[src/rtl/if_stage_pkg.sv]
// Shared definitions for the instruction-fetch stage: reset level, bus widths,
// FSM state encodings and the default instruction-cache size.
package if_stage_pkg;

  localparam logic        RstEnable        = 1'b1;
  localparam int          InstAddrBus      = 32;
  localparam int          InstBus          = 32;
  localparam logic [31:0] ZeroWord         = 32'h0000_0000;
  localparam int          ICACHE_LINES_DEF = 32;

  typedef enum logic [1:0] {
    IF_S_FETCH = 2'b00,
    IF_S_WAIT  = 2'b01,
    IF_S_OUT   = 2'b10
  } if_state_e;

  function automatic logic [InstAddrBus-1:0] next_word_pc(input logic [InstAddrBus-1:0] pc);
    return pc + 32'd4;
  endfunction

endpackage

[src/rtl/if_icache.sv]
// Direct-mapped instruction cache with one-word lines: combinational lookup,
// synchronous fill, valid bits cleared by rst. Used only when ICACHE_EN is defined.
module if_icache
  import if_stage_pkg::*;
#(
  parameter int LINES = ICACHE_LINES_DEF
) (
  input  logic                clk,
  input  logic                rst,
  input  logic [29:0]         lookup_word,
  output logic                hit,
  output logic [InstBus-1:0]  data,
  input  logic                fill_en,
  input  logic [29:0]         fill_word,
  input  logic [InstBus-1:0]  fill_data
);

  localparam int IDX_W = $clog2(LINES);
  localparam int TAG_W = 30 - IDX_W;

  logic [LINES-1:0]   valid_r;
  logic [TAG_W-1:0]   tag_r  [LINES];
  logic [InstBus-1:0] data_r [LINES];

  logic [IDX_W-1:0] lookup_idx_s;
  logic [TAG_W-1:0] lookup_tag_s;
  logic [IDX_W-1:0] fill_idx_s;
  logic [TAG_W-1:0] fill_tag_s;

  assign lookup_idx_s = lookup_word[IDX_W-1:0];
  assign lookup_tag_s = lookup_word[29:IDX_W];
  assign fill_idx_s   = fill_word[IDX_W-1:0];
  assign fill_tag_s   = fill_word[29:IDX_W];

  // Hit detection and data read for the current PC
  always_comb begin
    hit  = valid_r[lookup_idx_s] && (tag_r[lookup_idx_s] == lookup_tag_s);
    data = data_r[lookup_idx_s];
  end

  // Valid bits: cleared on reset, set on fill
  always_ff @(posedge clk) begin
    if (rst == RstEnable) begin
      valid_r <= '0;
    end else if (fill_en) begin
      valid_r[fill_idx_s] <= 1'b1;
    end else begin
      valid_r <= valid_r;
    end
  end

  // Tag and data storage, no reset needed behind the valid bits
  always_ff @(posedge clk) begin
    if (fill_en) begin
      tag_r[fill_idx_s]  <= fill_tag_s;
      data_r[fill_idx_s] <= fill_data;
    end
  end

endmodule

[src/rtl/if_stage.sv]
// Instruction-fetch stage: assembles each word from four byte reads and hands it
// to IF/ID with a valid/stall handshake. Define ICACHE_EN to add the instruction cache.
module if_stage
  import if_stage_pkg::*;
#(
  parameter logic [InstAddrBus-1:0] RESET_PC     = 32'h0000_0000,
  parameter int                     ICACHE_LINES = ICACHE_LINES_DEF
) (
  input  logic                   clk,
  input  logic                   rst,
  input  logic                   stall_i,
  input  logic                   branch_flag_i,
  input  logic [InstAddrBus-1:0] branch_target_addr_i,
  input  logic                   mem_busy_i,
  input  logic [7:0]             mem_byte_i,
  output logic                   if_req_o,
  output logic [InstAddrBus-1:0] if_addr_o,
  output logic [InstAddrBus-1:0] pc_o,
  output logic [InstBus-1:0]     inst_o,
  output logic                   inst_valid_o
);

  if_state_e              state_r, state_s;
  logic [InstAddrBus-1:0] pc_r;
  logic [1:0]             cnt_r;
  logic [23:0]            buf_r;
  logic                   rd_pend_r;
  logic [1:0]             rd_lane_r;
  logic [InstAddrBus-1:0] pc_out_r;
  logic [InstBus-1:0]     inst_out_r;
  logic                   valid_out_r;
  logic                   issue_s;
  logic                   hit_s;
  logic [InstBus-1:0]     hit_data_s;

`ifdef ICACHE_EN
  logic               lookup_hit_s;
  logic [InstBus-1:0] lookup_data_s;
  logic               fill_en_s;

  // A redirect in S_WAIT discards the word, so it must not be filled either
  assign fill_en_s  = (state_r == IF_S_WAIT) && !branch_flag_i;
  assign hit_s      = lookup_hit_s && (state_r == IF_S_FETCH) && (cnt_r == 2'd0) && !branch_flag_i;
  assign hit_data_s = lookup_data_s;

  if_icache #(.LINES(ICACHE_LINES)) u_icache (
    .clk         (clk),
    .rst         (rst),
    .lookup_word (pc_r[31:2]),
    .hit         (lookup_hit_s),
    .data        (lookup_data_s),
    .fill_en     (fill_en_s),
    .fill_word   (pc_r[31:2]),
    .fill_data   ({mem_byte_i, buf_r})
  );
`else
  localparam int unused_lines_p = ICACHE_LINES;
  assign hit_s      = 1'b0;
  assign hit_data_s = ZeroWord;
`endif

  assign issue_s = (rst != RstEnable) && (state_r == IF_S_FETCH) && !mem_busy_i
                   && !branch_flag_i && !hit_s;

  // FSM state register
  always_ff @(posedge clk) begin
    if (rst == RstEnable) begin
      state_r <= IF_S_FETCH;
    end else begin
      state_r <= state_s;
    end
  end

  // FSM next state; redirect overrides every state
  always_comb begin
    state_s = state_r;
    if (branch_flag_i) begin
      state_s = IF_S_FETCH;
    end else begin
      case (state_r)
        IF_S_FETCH: begin
          if (hit_s)                          state_s = IF_S_OUT;
          else if (issue_s && cnt_r == 2'd3)  state_s = IF_S_WAIT;
          else                                state_s = IF_S_FETCH;
        end
        IF_S_WAIT: state_s = IF_S_OUT;
        IF_S_OUT: begin
          if (stall_i) state_s = IF_S_OUT;
          else         state_s = IF_S_FETCH;
        end
        default: state_s = IF_S_FETCH;
      endcase
    end
  end

  // FSM outputs: memory request and address
  always_comb begin
    if_req_o  = 1'b0;
    if_addr_o = ZeroWord;
    if (rst == RstEnable) begin
      if_req_o  = 1'b0;
      if_addr_o = ZeroWord;
    end else begin
      if_req_o  = issue_s;
      if_addr_o = pc_r + {30'd0, cnt_r};
    end
  end

  // PC, byte counter, byte assembly and registered IF/ID outputs
  always_ff @(posedge clk) begin
    if (rst == RstEnable) begin
      pc_r        <= RESET_PC;
      cnt_r       <= 2'd0;
      buf_r       <= 24'd0;
      rd_pend_r   <= 1'b0;
      rd_lane_r   <= 2'd0;
      pc_out_r    <= ZeroWord;
      inst_out_r  <= ZeroWord;
      valid_out_r <= 1'b0;
    end else begin
      rd_pend_r <= issue_s;
      rd_lane_r <= cnt_r;
      // Lane 3 is taken straight from the bus in S_WAIT
      if (rd_pend_r) begin
        case (rd_lane_r)
          2'd0:    buf_r[7:0]   <= mem_byte_i;
          2'd1:    buf_r[15:8]  <= mem_byte_i;
          2'd2:    buf_r[23:16] <= mem_byte_i;
          default: buf_r        <= buf_r;
        endcase
      end else begin
        buf_r <= buf_r;
      end
      if (branch_flag_i) begin
        pc_r        <= branch_target_addr_i;
        cnt_r       <= 2'd0;
        valid_out_r <= 1'b0;
      end else begin
        case (state_r)
          IF_S_FETCH: begin
            if (hit_s) begin
              inst_out_r  <= hit_data_s;
              pc_out_r    <= pc_r;
              valid_out_r <= 1'b1;
            end else if (issue_s) begin
              cnt_r <= cnt_r + 2'd1;
            end else begin
              cnt_r <= cnt_r;
            end
          end
          IF_S_WAIT: begin
            inst_out_r  <= {mem_byte_i, buf_r};
            pc_out_r    <= pc_r;
            valid_out_r <= 1'b1;
          end
          IF_S_OUT: begin
            if (!stall_i) begin
              valid_out_r <= 1'b0;
              pc_r        <= next_word_pc(pc_r);
              cnt_r       <= 2'd0;
            end else begin
              valid_out_r <= valid_out_r;
            end
          end
          default: cnt_r <= 2'd0;
        endcase
      end
    end
  end

  assign pc_o         = pc_out_r;
  assign inst_o       = inst_out_r;
  assign inst_valid_o = valid_out_r;

endmodule

[config.mk]
export PLATFORM = sky130hd
export DESIGN_NAME = if_stage
export DESIGN_NICKNAME = d
export VERILOG_FILES = /design/src/rtl/if_stage_pkg.sv /design/src/rtl/if_icache.sv /design/src/rtl/if_stage.sv
export SDC_FILE = /design/constraint.sdc
export NUM_CORES = 1
export LEC_CHECK = 0
export BUFFER_PORTS_ARGS = -buffer_cell sky130_fd_sc_hd__buf_2
export CAP_MARGIN = 5
export CORE_MARGIN = 8
export CORE_UTILIZATION = 60
export CTS_BUF_LIST = sky130_fd_sc_hd__clkbuf_8
export CTS_CLUSTER_SIZE = 30
export DETAILED_ROUTE_END_ITERATION = 16
export MAX_ROUTING_LAYER = met4
export PLACE_DENSITY = 0.86
export SYNTH_ARGS = -nofsm -noshare
export SYNTH_HDL_FRONTEND = slang
export SYNTH_SLANG_ARGS = --single-unit
[constraint.sdc]
create_clock -name clk -period 4.76 [get_ports clk]
set_clock_uncertainty 0.1 [all_clocks]
set_input_delay 0.238 -clock clk [delete_from_list [all_inputs] [get_ports clk]]
set_output_delay 0.238 -clock clk [all_outputs]
set_load 0.005 [all_outputs]
# Word level (Yosys, flattened, before mapping)
# Cells that the tools add are included.
# W data, S select, Z words.
[word_totals]
reg_bits = 128
in_bits = 45
out_inout_bits = 98
[classes]
addsub = 3
n_eq_ne = 8
n_mux = 13
bitwise_logic = 3
reduce_logical = 18
[op_table]
columns = ["cell", "n"]
rows = [
  ["$mux W32", 4],
  ["$add A32 B2 Y32", 1],
  ["$add A32 B3 Y32 const B", 1],
  ["$pmux W2 S3", 2],
  ["$reduce_and A2 Y1", 6],
  ["$eq A2 B2 Y1 const B", 3],
  ["$mux W2", 3],
  ["$eq A2 B1 Y1 const B", 2],
  ["$logic_and A1 B1 Y1", 4],
  ["$logic_not A2 Y1", 2],
  ["$ne A2 B2 Y1 const B", 2],
  ["$reduce_bool A2 Y1", 2],
  ["$mux W1", 3],
  ["$not A1 Y1", 3],
  ["$reduce_and A3 Y1", 1],
  ["$add A2 B1 Y2 const B", 1],
  ["$logic_not A1 Y1", 2],
  ["$ne A2 B1 Y1 const B", 1],
  ["$pmux W1 S2", 1],
  ["$reduce_or A2 Y1", 1],
]

# Longest topological paths before layout
[depth]
ltp_word = 7
depth_mapped = 7
ltp_nobuf = 6

# Worst setup path after synthesis
# Ideal clock, no wire load.
[synth_timing]
path_type = "register to output"
startpoint = "register cnt_r[0]"
endpoint = "output port if_addr_o[30]"
arrival_time_ns = 2.097
t_required_ns = 4.422
setup_slack_ns = 2.325
stages_incl_launch_ff = 8
path_buffers = 1
cell_sequence = "dfxtp_1 > ha_1 > fa_1 > nand2_1 > or3_1 > clkbuf_1 > nor4_1 > mux2_2"
[synth_between]
elab_chain_cells = 2
[synth_lines]
columns = ["item", "line_no", "text"]
rows = [
  ["start, declared", "if_stage.sv:25", "logic [1:0] cnt_r;"],
  ["start signal, assigned", "if_stage.sv:146", "cnt_r <= cnt_r + 2'd1;"],
  ["start signal, assigned", "if_stage.sv:148", "cnt_r <= cnt_r;"],
  ["$add A32 B2 Y32", "if_stage.sv:105", "if_addr_o = pc_r + {30'd0, cnt_r};"],
  ["$mux W32", "if_stage.sv:100", "if (rst == RstEnable) begin"],
  ["end, declared", "if_stage.sv:17", "output logic [InstAddrBus-1:0] if_addr_o,"],
]
# No other way between the ends.

# Worst setup path after layout
# Same ends and word-level chain as after synthesis.

==> results.md <==
* Worst slew margin at 0.268
* CP Max Fanout at 12
* Startpoint types: register
* Max Cap Violations at 0
* Top FF cell, synth: dfxtp_1
* Path depth of the worst reg2reg path at 5
* Synth cell types at 47
* Final Hold Viols at 0
* Remaining DRCs at 0
* CTS clk-pin slew, worst paths at 0.08 ns
* Num Clock Sinks at 128
* Critical Path RT at 4.42 ns
* Largest net degree at the start of global routing at 115
* First-pass GRT wire length at 29,400 um
* H-tree lvl count at 4
* CP bufs+invs at 1
* Vias in the first global route at 6,027
* Most common cell after layout, fill and taps aside: nand2_1
* Die H at 117 um
* Proportion of layout cells with a drive suffix above 1 at 0.217
* Most frequent cells in the layout: nand2_1, buf_2, dfxtp_1
* Final Wtd Congestion at 0.895
* Post_cts resized at 0
* Tcrit/Tclk final at 0.704
* Row count at 36
* Total Wirelength at 18,500 um
* Clk buf depth at 2
* Root Buffer: clkbuf_8
* Vias at 6,249
* Leak pwr at 2.97 nW
* Pwr per Cell Area at 308 nW/um2
* Flip-flop and latch count after synthesis at 128
* Post-synth ARST share at 0
* Final Max Slew Viols at 0
* RSZ-0062 raised after global routing: no
* GRT Max-Usage Layer: met2
* I/O Buffers at 142
* Crit-path cells: ha_1 > fa_1 > nand2_1 > or3_1 > nor4_1 > mux2_2 > buf_2
* Iteration-0 DRC Markers at 538
* CTS tree: yes
* Vias per inst at 5.95
* I/O Pins at 143
* Slew at the pin with the worst max-slew slack at 1.10 ns
* Worst Hold Class: input pin to register
* Crit path kind: register to output port
* Die area at 13,600 um2
* Initial core utilization at 0.620
* Mapped Nets at 828
* Max VDD drop at 214 uV
* Total CTS buffers at 17
* Wirelength per Cell at 17.6 um
* Final nets at 954
* Initial antenna violation count at 1
* M1 GR Usage at 0.334
* Sequential share of the synthesized area at 0.421
* Hold path depth at 3
* Outcome: completed
* Die width at 117 um
* Syn_area_per_cell at 7.82 um2
* Area Growth Syn to Fin at 22.8%
* Post-synth EDFFs at 0
* CP arrival at 3.01 ns
* CP max-delay cell: or3_1
* Met2 GRT Util at 0.445
* Core ar. at 9820 um2
* Area after DPL at 6730 um2
* Routed Antenna Nets at 0
* Final setup viols at 0
* DRT Pass-1 Iters at 5
* Maximum clock frequency at 298 MHz
* Pwr Total at 2.30 mW
* Min Tclk post-route at 3.35 ns
* Slowest stage delay, CP at 0.56 ns
* GR Util All Layers at 0.278
* Synth Warn # at 0
* Final Instance Area at 7470 um2
* Dpl hpwl at 12,100 um
* Syn Inst Count at 778
* Top Family by Delay on Critical Path: simple AND/OR/NAND/NOR gates
* Worst skew pair latency at 0.45 ns
* Gr ovfl total at 0
* M3 GR Usage at 0.0600
* Crit end category: output port
* Worst path depth at 7
* Post-Syn Area at 6090 um2
* Fillers at 756
* Sum Neg Setup Slack at 0 ns
timing repair:
action                                 CTS  global route
hold buffers                            33             0
setup buffers                            0             0
endpoints found under the hold margin   33             0
flip-flops by register name (all words and copies together) (netlist names):
signal        flops
buf_r            24
cnt_r             2
inst_o           32
inst_valid_o      1
pc_o             32
pc_r             32
rd_lane_r         2
rd_pend_r         1
state_r           2
final timing paths:
path                                          startpoint       endpoint  slack [ns]
worst max register to register                   pc_r[2]       pc_r[26]        2.05
worst min register to register                  pc_o[25]       pc_o[25]        0.35
worst min-delay path            branch_target_addr_i[28]       pc_r[28]        0.01
worst max-delay path                            cnt_r[0]  if_addr_o[30]        1.41
kinds of logic (layout without fill, tap and decap cells):
| kind of cell | after synthesis | count (layout) | share of synthesized area |
|---|---|---|---|
| DFF | 128 | 128 | 0.421 |
| adders and majority gates | 5 | 5 | 0.0115 |
| AOI/OAI and AO/OA | 144 | 144 | 0.146 |
| and+or+nand+nor | 367 | 367 | 0.285 |
| xor gates and xnor gates | 15 | 15 | 0.0216 |
| buffers and inverters | 83 | 222 | 0.0536 |
| other | 0 | 1 | 0 |
| muxes | 36 | 36 | 0.0608 |
synthesized netlist by cell type (4+ instances only):
cell	n	share of area
nor3_1	10	0.0082
a21oi_1	79	0.065
buf_2	9	0.0074
a2111oi_0	7	0.010
mux2i_1	28	0.046
ha_1	4	0.0082
xnor2_1	11	0.016
nand2_1	156	0.096
nor2b_1	15	0.015
dfxtp_1	128	0.42
or3_1	22	0.023
o31ai_1	11	0.014
nand4_1	9	0.0092
buf_1	7	0.0043
or2_2	9	0.0092
nor4_1	24	0.025
mux2_2	8	0.015
nand3_1	13	0.011
or4_1	13	0.016
a311oi_1	15	0.022
nand2b_1	4	0.0041
o21ai_0	12	0.0099
nor2_1	78	0.048
a211oi_1	9	0.011
xor2_1	4	0.0058
inv_1	10	0.0062
clkbuf_1	54	0.033
worst register-to-register path, stage by stage (launching register included):
cell and delay [ns]:
dfxtp_1 0.50, ha_1 0.23, nand4bb_1 0.37, or3_1 0.66, or3_1 0.40, a2111oi_0 0.34
per-layer routing:
layer / up-vias / routed length, um
met3: 54 / 1510
li1: 2966 / -
met5: - / 0
met1: 2908 / 7610
met2: 321 / 8820
met4: 0 / 533
power by group:
| part | switching [mW] | internal [mW] |
|---|---|---|
| Sequential | 0.0414 | 1.09 |
| Clock | 0.500 | 0.492 |
| Combinational | 0.0942 | 0.0827 |
metrics by stage:
stage | setup slack [ns] | hold WS [ns] | util | std cells
floorplan | 2.32 | 0.248 | - | 778
global placement | 2.09 | 0.335 | 0.685 | 985
detailed placement | 1.97 | 0.344 | 0.685 | 985
CTS | 1.45 | 0.00407 | 0.761 | 1050
global route | 1.27 | 0.0266 | 0.761 | 1051
finish | 1.41 | 0.0107 | 0.761 | 1051
area by class of cell:
class,instances,area (um2),share of cell area
sequential,128,2560,0.343
tap,133,166,0.0223
timing repair buffer,180,1080,0.145
multi-input combinational,567,3210,0.429
inverter,10,37.5,0.00502
clock buffer,17,234,0.0313
antenna,1,2.50,0.000335
clock inverter,15,183,0.0244
Power figures use the tool's default switching activity.
